==> config.mk <==
export PLATFORM = sky130hd
export DESIGN_NAME = note_ram_arbiter
export DESIGN_NICKNAME = d
export VERILOG_FILES = /design/src/rtl/piano_pkg.sv /design/src/rtl/rr_arbiter.sv /design/src/rtl/note_ram_arbiter.sv
export SDC_FILE = /design/constraint.sdc
export NUM_CORES = 1
export LEC_CHECK = 0
export BUFFER_PORTS_ARGS = -buffer_cell sky130_fd_sc_hd__buf_2
export CELL_PAD_IN_SITES_DETAIL_PLACEMENT = 0
export CELL_PAD_IN_SITES_GLOBAL_PLACEMENT = 1
export CORE_UTILIZATION = 44
export CTS_BUF_LIST = sky130_fd_sc_hd__clkbuf_8
export DETAILED_ROUTE_END_ITERATION = 12
export PLACE_DENSITY = 0.9
export SLEW_MARGIN = 20
export SYNTH_ARGS = -nofsm -noshare
export SYNTH_HDL_FRONTEND = slang
export SYNTH_HIERARCHICAL = 1
export SYNTH_SLANG_ARGS = --single-unit
==> constraint.sdc <==
create_clock -name i_clk -period 4.4 [get_ports i_clk]
set_input_delay 0.44 -clock i_clk [delete_from_list [all_inputs] [get_ports i_clk]]
set_output_delay 0.44 -clock i_clk [all_outputs]
set_load 0.01 [all_outputs]
==> src/rtl/piano_pkg.sv <==
// Shared payload layout and RAM geometry for the note writers, the write arbiter and the song RAM.
package piano_pkg;

  localparam int unsigned PAYLOAD_W = 23;
  localparam int unsigned RAM_AW    = 7;
  localparam int unsigned RAM_DW    = 16;

  localparam int unsigned ADDR_MSB = 22;
  localparam int unsigned ADDR_LSB = 16;
  localparam int unsigned HOLD_BIT = 15;
  localparam int unsigned NOTE_MSB = 14;
  localparam int unsigned NOTE_LSB = 9;
  localparam int unsigned DUR_MSB  = 8;
  localparam int unsigned DUR_LSB  = 0;

  typedef struct packed {
    logic [RAM_AW-1:0] addr;
    logic              hold;
    logic [5:0]        note;
    logic [8:0]        dur;
  } payload_t;

  function automatic logic dur_is_zero(payload_t p);
    return p.dur == '0;
  endfunction

endpackage

==> src/rtl/rr_arbiter.sv <==
// Round-robin arbiter: searches requests starting at the pointer, moves past the winner on advance.
module rr_arbiter #(
  parameter int unsigned NUM_REQ = 8,
  parameter int unsigned IdxW    = (NUM_REQ > 1) ? $clog2(NUM_REQ) : 1
) (
  input  logic               i_clk,
  input  logic               i_rst_n,
  input  logic [NUM_REQ-1:0] i_req,
  input  logic               i_advance,
  output logic [NUM_REQ-1:0] o_gnt_oh,
  output logic [IdxW-1:0]    o_gnt_idx,
  output logic               o_valid
);

  logic [IdxW-1:0] r_ptr;
  logic [IdxW-1:0] w_ptr_d;
  int unsigned     w_j;

  always_comb begin
    o_valid   = 1'b0;
    o_gnt_idx = '0;
    o_gnt_oh  = '0;
    w_j       = 0;
    for (int k = 0; k < NUM_REQ; k++) begin
      w_j = int'(r_ptr) + k;
      if (w_j >= NUM_REQ) w_j = w_j - NUM_REQ;
      if (!o_valid && i_req[w_j[IdxW-1:0]]) begin
        o_valid   = 1'b1;
        o_gnt_idx = w_j[IdxW-1:0];
      end
    end
    if (o_valid) o_gnt_oh[o_gnt_idx] = 1'b1;
  end

  assign w_ptr_d = (o_gnt_idx == IdxW'(NUM_REQ - 1)) ? '0 : o_gnt_idx + 1'b1;

  always_ff @(posedge i_clk or negedge i_rst_n) begin
    if (!i_rst_n) begin
      r_ptr <= '0;
    end else if (i_advance) begin
      r_ptr <= w_ptr_d;
    end
  end

endmodule

==> src/rtl/note_ram_arbiter.sv <==
// Captures writer release payloads, arbitrates them round-robin into a small FIFO and
// drains the FIFO onto the song RAM write port whenever the RAM is ready.
module note_ram_arbiter
  import piano_pkg::*;
#(
  parameter int unsigned NUM_WRITERS = 8,
  parameter int unsigned FIFO_DEPTH  = 4,
  parameter bit          DROP_ZERO   = 1'b1
) (
  input  logic                             i_clk,
  input  logic                             i_rst_n,
  input  logic [NUM_WRITERS-1:0]           i_rel_pulse,
  input  logic [PAYLOAD_W*NUM_WRITERS-1:0] i_payload_bus,
  input  logic                             i_ram_ready,
  output logic                             o_ram_we,
  output logic [RAM_AW-1:0]                o_ram_addr,
  output logic [RAM_DW-1:0]                o_ram_wdata,
  output logic [$clog2(FIFO_DEPTH):0]      o_fifo_count,
  output logic                             o_overflow,
  input  logic                             i_clear_overflow
);

  localparam int unsigned PtrW = $clog2(FIFO_DEPTH);
  localparam int unsigned CntW = PtrW + 1;
  localparam int unsigned IdxW = (NUM_WRITERS > 1) ? $clog2(NUM_WRITERS) : 1;

  payload_t               r_holding [NUM_WRITERS];
  logic [NUM_WRITERS-1:0] r_pending;
  payload_t               r_mem [FIFO_DEPTH];
  logic [PtrW-1:0]        r_wptr;
  logic [PtrW-1:0]        r_rptr;
  logic [CntW-1:0]        r_count;
  logic                   r_overflow;

  payload_t               w_pl [NUM_WRITERS];
  logic [NUM_WRITERS-1:0] w_accept;
  logic [NUM_WRITERS-1:0] w_pending_d;
  logic                   w_ovf_set;
  logic [NUM_WRITERS-1:0] w_gnt_oh;
  logic [IdxW-1:0]        w_gnt_idx;
  logic                   w_any_req;
  logic                   w_grant;
  logic                   w_full;
  logic                   w_empty;
  logic                   w_pop;
  payload_t               w_head;

  assign w_empty = (r_count == '0);
  assign w_full  = (r_count == CntW'(FIFO_DEPTH));
  assign w_pop   = o_ram_we;
  // A full FIFO still accepts a grant when the head leaves in the same cycle.
  assign w_grant = w_any_req && (!w_full || w_pop);

  rr_arbiter #(
    .NUM_REQ (NUM_WRITERS),
    .IdxW    (IdxW)
  ) u_arb (
    .i_clk     (i_clk),
    .i_rst_n   (i_rst_n),
    .i_req     (r_pending),
    .i_advance (w_grant),
    .o_gnt_oh  (w_gnt_oh),
    .o_gnt_idx (w_gnt_idx),
    .o_valid   (w_any_req)
  );

  always_comb begin
    w_pending_d = r_pending;
    w_ovf_set   = 1'b0;
    for (int i = 0; i < NUM_WRITERS; i++) begin
      w_pl[i]     = payload_t'(i_payload_bus[PAYLOAD_W*i +: PAYLOAD_W]);
      w_accept[i] = i_rel_pulse[i] && !(DROP_ZERO && dur_is_zero(w_pl[i]));
      if (w_grant && w_gnt_oh[i]) w_pending_d[i] = 1'b0;
      if (w_accept[i]) begin
        w_pending_d[i] = 1'b1;
        if (r_pending[i] && !(w_grant && w_gnt_oh[i])) w_ovf_set = 1'b1;
      end
    end
  end

  always_ff @(posedge i_clk or negedge i_rst_n) begin
    if (!i_rst_n) begin
      r_pending <= '0;
      for (int i = 0; i < NUM_WRITERS; i++) r_holding[i] <= '0;
    end else begin
      r_pending <= w_pending_d;
      for (int i = 0; i < NUM_WRITERS; i++) begin
        if (w_accept[i]) r_holding[i] <= w_pl[i];
      end
    end
  end

  // Storage needs no reset: the head is masked whenever the count is zero.
  always_ff @(posedge i_clk) begin
    if (w_grant) r_mem[r_wptr] <= r_holding[w_gnt_idx];
  end

  always_ff @(posedge i_clk or negedge i_rst_n) begin
    if (!i_rst_n) begin
      r_wptr  <= '0;
      r_rptr  <= '0;
      r_count <= '0;
    end else begin
      if (w_grant) r_wptr <= r_wptr + 1'b1;
      if (w_pop)   r_rptr <= r_rptr + 1'b1;
      unique case ({w_grant, w_pop})
        2'b10:   r_count <= r_count + 1'b1;
        2'b01:   r_count <= r_count - 1'b1;
        default: r_count <= r_count;
      endcase
    end
  end

  always_ff @(posedge i_clk or negedge i_rst_n) begin
    if (!i_rst_n) begin
      r_overflow <= 1'b0;
    end else if (w_ovf_set) begin
      r_overflow <= 1'b1;
    end else if (i_clear_overflow) begin
      r_overflow <= 1'b0;
    end
  end

  assign w_head       = r_mem[r_rptr];
  assign o_ram_we     = !w_empty && i_ram_ready;
  assign o_ram_addr   = w_empty ? '0 : w_head.addr;
  assign o_ram_wdata  = w_empty ? '0 : {w_head.hold, w_head.note, w_head.dur};
  assign o_fifo_count = r_count;
  assign o_overflow   = r_overflow;

endmodule

==> results.sh, run 1 <==
export IMPL_cts_buffer_depth=3
export IMPL_syn_nets=1086
export IMPL_worstPathArrival_ps=4530
export IMPL_tns_ps=0
export IMPL_slew_violations=0
export IMPL_coreArea_sq_um=31560
export IMPL_n_fill_cell=2589
export IMPL_fin_nets=1341
export IMPL_synth_simple_gate_area_share=0.05605
export IMPL_io_pins=224
export IMPL_postRouteAntennaNets=0
export IMPL_rows=65
export IMPL_numCtsBuffers=47
export IMPL_seq_area_frac_synth=0.5550
export IMPL_synth_avg_cell_area_sq_um=16.02
export IMPL_first_pass_iters=5
export IMPL_dieArea_sq_um=32830
export IMPL_cp_slowest_stage_delay_ps=560
export IMPL_finalCritPeriodShare=0.9613
export IMPL_cts_tree="done"
export IMPL_path_clk_slew_ps=70
export IMPL_final_common_cell="buf_2"
export IMPL_hpwl_um=27630
export IMPL_status="complete, no violations"
export IMPL_cts_root_buffer="clkbuf_8"
export IMPL_cp_start_kind="flip-flop"
export IMPL_syn_area_sq_um=14130
export IMPL_vdd_drop_max_v=0.0004770
export IMPL_synth_compound_area_frac=0.03905
export IMPL_hold_class="primary input to flip-flop"
export IMPL_grt_start_max_net_pins=91
export IMPL_final_setup_skew_ps=39.97
export IMPL_ys_async_sr_fraction=0.6881
export IMPL_dr_total_vias=9133
export IMPL_rsz0062_at_grt="no"
export IMPL_drive_gt1_frac=0.5579
export IMPL_track_usage=0.2378
export IMPL_ys_seq_elements=295
export IMPL_synth_top_family_by_area="multiplexers"
export IMPL_yosysWarningCount=6
export IMPL_cp_max_fo=33
export IMPL_drtIter0Drc=876
export IMPL_synth_edff_count=92
export IMPL_crit_required_ps=4700
export IMPL_area_growth_pct=18.91
export IMPL_vias_per_cell=5.773
export IMPL_portBuffers=223
export IMPL_synth_distinct_cells=69
export IMPL_cp_common_cell="mux2_2"
export IMPL_crit_type="flip-flop to flip-flop"
export IMPL_min_period_ps=4230
export IMPL_tightest_slew_ps=1055
export IMPL_drc=0
export IMPL_yosys_area_share_adder=0.007615
export IMPL_cts_sinks=295
export IMPL_crit_buf_inv=3
export IMPL_max_cap_violations=0
export IMPL_htreeDepth=2
export IMPL_clk_latency_ps=600
export IMPL_critPathCaptureType="flip-flop"
export IMPL_grt_pass1_wl_um=57910
export IMPL_fmax_mhz=236.4
export IMPL_wirelength_um=38380
export IMPL_fin_hold_ws_ps=62.22
export IMPL_synth_ff_type="dfrtp_1"
export IMPL_antenna_found_initial=5
export IMPL_grt_remaining_overflow=0
export IMPL_crit_family="compound AO/OA/AOI/OAI gates"
export IMPL_grt_pass1_vias=9306
export IMPL_p_leak_nw=6.841
export IMPL_gp_congestion=0.9088
export IMPL_setup_viol=0
export IMPL_final_cell_mix="222 x buf_2, 212 x mux2_2, 203 x dfrtp_1, 92 x edfxtp_1, 85 x mux4_2"
export IMPL_path_cells="inv_1 > ha_2 > mux2_2 > o2bb2a_1 > a311o_1 > a21o_1 > o21a_1 > a2bb2oi_2 > clkinv_2 > buf_12 > mux4_2 > mux2_2"
export IMPL_power_mw=12.34
export IMPL_synth_mux_area_frac=0.3125
export IMPL_maxSlewHeadroom=0.2967
export IMPL_cp_slowest_cell="mux4_2"
export IMPL_initial_utilization=0.4478
export IMPL_finalHoldViolations=0
export IMPL_synth_xor_area_frac=0.005579
export IMPL_netlist_instances=882
export IMPL_avgRoutedWirePerCell_um=24.26
export IMPL_die_width_um=181.2
export IMPL_power_density_nw_per_um2=734.7
export IMPL_ff2ff_setup_slack_ps=170
export IMPL_dieHeight_um=181.2
## power breakdown
part	internal (mW)	leakage, nW	switching, mW
Sequential	4.04	3.21	0.405
Combinational	2.69	3.10	2.89
Clock	1.21	0.524	1.11
Total	7.93	6.84	4.41
## cells in the mapped netlist (all sizes together) (5+ instances only)
| cell | count | area [sq um] |
|---|---|---|
| mux2 | 212 | 2387 |
| dfrtp | 203 | 5080 |
| edfxtp | 92 | 2763 |
| mux4 | 85 | 1914 |
| buf | 38 | 212.7 |
| nor2b | 25 | 156.4 |
| inv | 24 | 90.08 |
| nor2 | 20 | 75.07 |
| nand2 | 18 | 67.56 |
| nor3 | 13 | 86.34 |
| a31oi | 11 | 118.9 |
| mux2i | 11 | 113.9 |
| nor4 | 11 | 93.84 |
| o21ai | 11 | 58.81 |
| clkbuf | 10 | 38.78 |
| a21oi | 9 | 45.04 |
| ha | 7 | 87.58 |
| nand3 | 7 | 40.04 |
| o21a | 6 | 45.04 |
| or2 | 6 | 37.54 |
| and3 | 5 | 31.28 |
| nand2b | 5 | 31.28 |
| xor2 | 5 | 43.79 |
## area by class of cell
type                       count  area, sq um  share of cell area
sequential                   295         7843              0.4668
multi-input combinational    515         6021              0.3584
timing repair buffer         254         1398             0.08318
clock buffer                  51        701.9             0.04178
tap                          402        503.0             0.02994
clock inverter                35        225.2             0.01340
inverter                      24        95.09            0.005660
antenna                        6        15.01           0.0008937
## per-stage QoR
| step | worst slack (ps) | utilization | instance area, sq um | std cells |
|---|---|---|---|---|
| global placement | 159.9 | 0.5013 | 15820 | 1486 |
| detailed placement | 146.9 | 0.5013 | 15820 | 1486 |
| CTS | 123.1 | 0.5310 | 16760 | 1573 |
| global route | 14.26 | 0.5324 | 16800 | 1581 |
| finish | 170.1 | 0.5324 | 16800 | 1582 |
| floorplan | 5.610 | - | 14160 | 882 |
## per-layer routing
metal	GRT usage	up-vias	wire length (um)
met3	0.05120	46	3313
li1	-	3912	-
met2	0.3552	421	17640
met4	0.07593	0	824
met5	0	-	0
met1	0.3469	4754	16600
## state kept, by name, summed over array words and instances, names as in the netlist
signal and count:
r_pending 8, r_holding 184, r_rptr 2, r_mem 92
r_wptr 2, u_arb/r_ptr 3, o_fifo_count 3, o_overflow 1
## logic make-up (layout without fill, tap and decap cells)
family / Yosys count / in the layout
compound gates: 66 / 66
mux: 308 / 308
simple gates: 124 / 124
xor+xnor: 9 / 9
flops: 295 / 295
buf+inv: 72 / 364
fa+ha+maj: 8 / 8
other cells: 0 / 6
## worst paths after layout
check / startpoint / endpoint / cells after the start
max: u_arb/r_ptr[1]$_DFFE_PN0P_ / r_mem[2][3]$_DFFE_PP_ / 12
min: i_payload_bus[56] / r_holding[125]$_DFFE_PN0P_ / 2
max reg2reg: u_arb/r_ptr[1]$_DFFE_PN0P_ / r_mem[2][3]$_DFFE_PP_ / 12
min reg2reg: r_holding[155]$_DFFE_PN0P_ / r_holding[155]$_DFFE_PN0P_ / 1
max in group asynchronous: i_rst_n / r_holding[154]$_DFFE_PN0P_ / 3
min in group asynchronous: i_rst_n / r_holding[167]$_DFFE_PN0P_ / 2
## repair_timing
item | 4_1_cts | 5_1_grt
buffers inserted | 0 | 3
hold endpoints to repair | 87 | 0
hold buffers | 1 | 0
setup endpoints to repair | 0 | 65
resized for setup | 0 | 3
Power figures use the tool's default switching activity.
==> inputs of run 2 (changes only) <==
CELL_PAD_IN_SITES_GLOBAL_PLACEMENT = 2   (was 1)
CORE_UTILIZATION = 38   (was 44)
MAX_ROUTING_LAYER = met4   (was not set)
==> run 2 against run 1 <==
  * Sequential share of layout area shrank 0.57 points
  * Worst setup slack gained 38 ps
  * Hold slack gained 43 ps
  * Largest power group unchanged
  * Core utilization shrank 6.8 points
  * Clock-buffer cell count grew 4
  * Die area grew 16%
  * Largest cell class unchanged
  * Design area grew 1.2%
==> results.sh, run 2 (synthesized netlist as in run 1, its figures left out) <==
export IMPL_clockPowerShare=0.201
export IMPL_grt_start_max_net_pins=97
export IMPL_finalHoldViolations=0
export IMPL_power_share_combinational=0.452
export IMPL_largest_register="r_holding"
export IMPL_dpl_instance_area_sq_um=15930
export IMPL_initial_utilization=0.3860
export IMPL_worstPathArrival_ps=4490
export IMPL_vias_per_cell=5.397
export IMPL_dieArea_sq_um=37960
export IMPL_clk_latency_ps=570
export IMPL_track_usage=0.2111
export IMPL_internal_power_mw=8.220
export IMPL_portBuffers=223
export IMPL_reg_top3="r_holding x184, r_mem x92, r_pending x8"
export IMPL_status="complete, no violations"
export IMPL_rsz0062_at_grt="no"
export IMPL_critPathCaptureType="flip-flop"
export IMPL_vdd_drop_max_v=0.0003974
export IMPL_numCtsBuffers=48
export IMPL_slew_violations=0
export IMPL_antenna_found_initial=5
export IMPL_die_width_um=194.8
export IMPL_fmax_mhz=238.6
export IMPL_htreeDepth=2
export IMPL_power_density_nw_per_um2=744.3
export IMPL_worst_slack_ps=208.2
export IMPL_cts_tree="done"
export IMPL_setup_viol=0
export IMPL_drive_gt1_frac=0.5578
export IMPL_cp_start_kind="flip-flop"
export IMPL_crit_type="flip-flop to flip-flop"
export IMPL_drtIter0Drc=472
export IMPL_postRouteAntennaNets=0
export IMPL_io_pins=224
export IMPL_grt_pass1_wl_um=57720
export IMPL_hpwl_um=28390
export IMPL_grt_pass1_vias=9329
export IMPL_seqPwrFrac=0.347
export IMPL_maxSlewHeadroom=0.2992
export IMPL_place_ws_ps=174.4
export IMPL_hold_class="primary input to flip-flop"
export IMPL_max_cap_violations=0
export IMPL_final_common_cell="buf_2"
export IMPL_cts_sinks=295
export IMPL_crit_required_ps=4700
export IMPL_cts_root_buffer="clkbuf_8"
export IMPL_gp_congestion=0.8630
export IMPL_p_leak_nw=6.894
export IMPL_area_growth_pct=20.37
export IMPL_final_setup_skew_ps=11.97
export IMPL_tightest_slew_ps=1051
export IMPL_coreArea_sq_um=36610
export IMPL_cts_buffer_depth=3
export IMPL_fin_area_sq_um=17010
export IMPL_avgRoutedWirePerCell_um=23.21
export IMPL_dr_total_vias=8899
export IMPL_largest_register_ffs=184
export IMPL_cp_max_fo=21
export IMPL_min_period_ps=4192
export IMPL_wirelength_um=38270
export IMPL_final_cell_mix="222 x buf_2, 212 x mux2_2, 203 x dfrtp_1, 92 x edfxtp_1, 85 x mux4_2"
export IMPL_tns_ps=0
export IMPL_path_clk_slew_ps=60
export IMPL_drc=0
export IMPL_sw_frac_of_total=0.3506
export IMPL_finalCritPeriodShare=0.9527
export IMPL_dieHeight_um=194.8
export IMPL_rows=70
export IMPL_power_switching_mw=4.439
export IMPL_fin_nets=1340
export IMPL_first_pass_iters=4
export IMPL_grt_remaining_overflow=0
## run 2: power groups by stage
| stage | Sequential, mW | Clock [mW] | Combinational [mW] |
|---|---|---|---|
| 6_report | 4.39 | 2.55 | 5.72 |
| 4_1_cts | 4.39 | 2.61 | 5.79 |
| 3_3_place_gp | 4.39 | 0 | 5.66 |
| 3_5_place_dp | 4.44 | 0 | 5.76 |
| 2_1_floorplan | 4.29 | 0 | 4.06 |
| 5_1_grt | 4.47 | 2.72 | 6.19 |
## run 2: layout make-up
cell class,instances,area [sq um]
inverter,24,91.34
multi-input combinational,515,6022
clock inverter,35,289.0
sequential,295,7843
timing repair buffer,252,1408
clock buffer,55,757.0
antenna,5,12.51
fill,3253,19600
tap,468,585.6
## run 2: worst max-delay path, cell delays in order, from the launching register on
cell and delay (ps):
dfrtp_1 340, inv_1 80, ha_2 450, mux2_2 380, o2bb2a_1 300, a311o_1 400, a21o_1 270, o21a_1 220
a2bb2oi_2 200, clkinv_2 140, buf_12 210, mux4_2 570, mux2_2 330
## run 2: metrics by stage
| stage | utilization | hold slack [ps] | cells | total power, mW |
|---|---|---|---|---|
| after detailed placement | 0.4352 | 492.5 | 1553 | 10.20 |
| after floorplan | - | 144.4 | 882 | 8.355 |
| final | 0.4646 | 104.9 | 1649 | 12.66 |
| after CTS | 0.4641 | 74.45 | 1644 | 12.79 |
| after global routing | 0.4645 | 83.88 | 1648 | 13.38 |
| after global placement | 0.4352 | 485.3 | 1553 | 10.05 |
## run 2: per-layer routing
metal  up-vias  GRT usage  part of all wire
met2       301     0.3239              0.47
met1      4630     0.2849              0.44
met5         -          -                 0
met4         0    0.05395             0.019
li1       3911          -                 -
met3        57    0.04616             0.067
## run 2: final timing paths
| path | startpoint | end | slack (ps) | depth (start not counted) |
|---|---|---|---|---|
| worst min register to register | r_holding[104]$_DFFE_PN0P_ | r_holding[104]$_DFFE_PN0P_ | 500 | 1 |
| worst max register to register | u_arb/r_ptr[1]$_DFFE_PN0P_ | r_mem[1][9]$_DFFE_PP_ | 210 | 12 |
| max in group asynchronous | i_rst_n | r_holding[179]$_DFFE_PN0P_ | 2870 | 3 |
| min in group asynchronous | i_rst_n | r_holding[165]$_DFFE_PN0P_ | 480 | 2 |
| worst max-delay path | u_arb/r_ptr[1]$_DFFE_PN0P_ | r_mem[1][9]$_DFFE_PP_ | 210 | 12 |
| worst min-delay path | i_payload_bus[60] | r_holding[129]$_DFFE_PN0P_ | 100 | 2 |
## run 2: repair_timing
item | in CTS | in global routing
buffers inserted | 0 | 0
hold buffers | 1 | 0
hold endpoints to repair | 33 | 0
gates resized for setup | 0 | 2
setup endpoints to repair | 0 | 35
==> inputs of run 3 (changes only) <==
--- a/config.mk
+++ b/config.mk
@@ -14,4 +14,5 @@
 export MAX_ROUTING_LAYER = met4
 export PLACE_DENSITY = 0.9
+export REMOVE_ABC_BUFFERS = 1
 export SLEW_MARGIN = 20
 export SYNTH_ARGS = -nofsm -noshare
==> constraint.sdc (replaced) <==
create_clock -name i_clk -period 4.4 [get_ports i_clk]
set_input_delay 0.44 -clock i_clk [delete_from_list [all_inputs] [get_ports i_clk]]
set_output_delay 0.44 -clock i_clk [all_outputs]
set_load 0.1 [all_outputs]
==> run 3 against run 2 <==
  * Core utilization grew 0.12 points
  * Hold slack lost 77 ps
  * Total power increased by 13%
  * Register-to-register slack about the same
  * Fmax about the same
  * Clock skew increased by 12 ps
  * First-iteration DRC count rose by 2.5%
  * Sequential share of layout area decreased by 0.11 points
  * Sequential power is 3% higher
  * Worst setup slack improved by 0.51 ps
  * Routed wire length shrank 1.4%
  * Critical path depth fell by 1
  * Largest power group unchanged
==> results.sh, run 3 (synthesized netlist as in run 1, its figures left out) <==
export IMPL_status="complete, no violations"
export IMPL_final_setup_skew_ps=24.27
export IMPL_fmax_mhz=238.6
export IMPL_grt_pass1_vias=9568
export IMPL_max_cap_violations=0
export IMPL_avgRoutedWirePerCell_um=22.84
export IMPL_tns_ps=0
export IMPL_final_common_cell="buf_2"
export IMPL_postRouteAntennaNets=0
export IMPL_hpwl_um=26430
export IMPL_rows=70
export IMPL_maxSlewHeadroom=0.3519
export IMPL_min_period_ps=4191
export IMPL_vias_per_cell=5.395
export IMPL_initial_utilization=0.3860
export IMPL_fin_nets=1346
export IMPL_drc=0
export IMPL_setup_viol=0
export IMPL_grt_remaining_overflow=0
export IMPL_area_growth_pct=20.67
export IMPL_htreeDepth=2
export IMPL_dieHeight_um=194.8
export IMPL_die_width_um=194.8
export IMPL_grt_start_max_net_pins=113
export IMPL_path_clk_slew_ps=60
export IMPL_crit_type="flip-flop to flip-flop"
export IMPL_antenna_found_initial=1
export IMPL_largest_register_ffs=184
export IMPL_critPathCaptureType="flip-flop"
export IMPL_track_usage=0.2103
export IMPL_dr_total_vias=8913
export IMPL_io_pins=224
export IMPL_tightest_slew_ps=972.2
export IMPL_portBuffers=223
export IMPL_final_util=0.4657
export IMPL_vdd_drop_max_v=0.0003866
export IMPL_cts_tree="done"
export IMPL_dieArea_sq_um=37960
export IMPL_ctsResizeCount=0
export IMPL_reg_top3="r_holding x184, r_mem x92, r_pending x8"
export IMPL_grt_pass1_wl_um=57900
export IMPL_wirelength_um=37730
export IMPL_final_cell_mix="222 x buf_2, 212 x mux2_2, 202 x dfrtp_1, 92 x edfxtp_1, 85 x mux4_2"
export IMPL_gp_congestion=0.8972
export IMPL_clk_latency_ps=580
export IMPL_finalCritPeriodShare=0.9526
export IMPL_hold_class="primary input to asynchronous set/reset pin"
export IMPL_power_density_nw_per_um2=836.3
export IMPL_crit_required_ps=4710
export IMPL_drtIter0Drc=484
export IMPL_post_cts_setup_buffers=0
export IMPL_p_leak_nw=6.963
export IMPL_cts_sinks=295
export IMPL_finalHoldViolations=0
export IMPL_hold_buffers=0
export IMPL_worstPathArrival_ps=4500
export IMPL_slew_violations=0
export IMPL_drive_gt1_frac=0.5579
export IMPL_first_pass_iters=5
export IMPL_numCtsBuffers=49
export IMPL_coreArea_sq_um=36610
export IMPL_cts_buffer_depth=3
export IMPL_rsz0062_at_grt="no"
export IMPL_cp_start_kind="flip-flop"
export IMPL_cts_root_buffer="clkbuf_8"
export IMPL_cp_max_fo=20
export IMPL_ff2ff_setup_slack_ps=210
export IMPL_largest_register="r_holding"
-- run 3: changes by cell type in the layout (fill, tap and decap cells not counted), sizes merged --
cell / change
clkinv: -16
inv: +12
clkbuf: +8
buf: +6
diode: -4
bufinv: -3
clkinvlp: +1
dlygate4sd3: -1
-- run 3: metrics by stage --
stage / power, mW / worst slack, ps / area, sq um / instances / hold WS, ps
3_5_place_dp: 11.91 / 182.6 / 16010 / 1559 / 491.0
4_1_cts: 14.41 / 148.7 / 17050 / 1651 / 22.32
2_1_floorplan: 9.871 / -851.4 / 13880 / 834 / 144.4
3_3_place_gp: 11.76 / 232.5 / 16010 / 1559 / 484.8
5_1_grt: 14.97 / 3.396 / 17050 / 1652 / 58.28
6_report: 14.26 / 208.7 / 17050 / 1652 / 27.79
-- run 3: worst paths after layout --
check	from	to	cells after the start
hold / removal	i_rst_n	r_holding[103]$_DFFE_PN0P_	1
setup / recovery	u_arb/r_ptr[1]$_DFFE_PN0P_	r_mem[0][12]$_DFFE_PP_	11
max in group asynchronous	i_rst_n	r_holding[159]$_DFFE_PN0P_	2
min in group i_clk	i_payload_bus[176]	r_holding[15]$_DFFE_PN0P_	2
setup reg to reg	u_arb/r_ptr[1]$_DFFE_PN0P_	r_mem[0][12]$_DFFE_PP_	11
hold reg to reg	r_holding[129]$_DFFE_PN0P_	r_holding[129]$_DFFE_PN0P_	1
-- run 3: layer usage --
layer	vias up	GRT usage	wire, um
li1	3907	-	-
met1	4700	0.2840	17060
met2	254	0.3301	18210
met3	52	0.03748	1848
met4	0	0.05133	616
met5	-	-	0
-- run 3: area by class of cell --
cell class / count / area (sq um)
timing repair buffer: 257 / 1468
inverter: 24 / 91.34
multi-input combinational: 515 / 6026
sequential: 295 / 7844
antenna: 1 / 2.502
fill: 3227 / 19560
tap: 468 / 585.6
clock buffer: 63 / 867.1
clock inverter: 29 / 166.4
-- run 3: critical path, stage by stage, from the launching register on --
cell,delay (ps)
dfrtp_1,340
inv_1,70
ha_2,410
mux4_2,590
or4_4,570
nor3_4,250
nand3_2,160
a2bb2oi_2,230
clkinv_2,210
buf_12,230
mux4_2,530
mux2_2,310
-- run 3: power by group --
group | switching (mW) | total [mW] | internal, mW
sequential | 0.467 | 4.50 | 4.04
clock | 1.07 | 2.47 | 1.40
combinational | 4.52 | 7.28 | 2.77
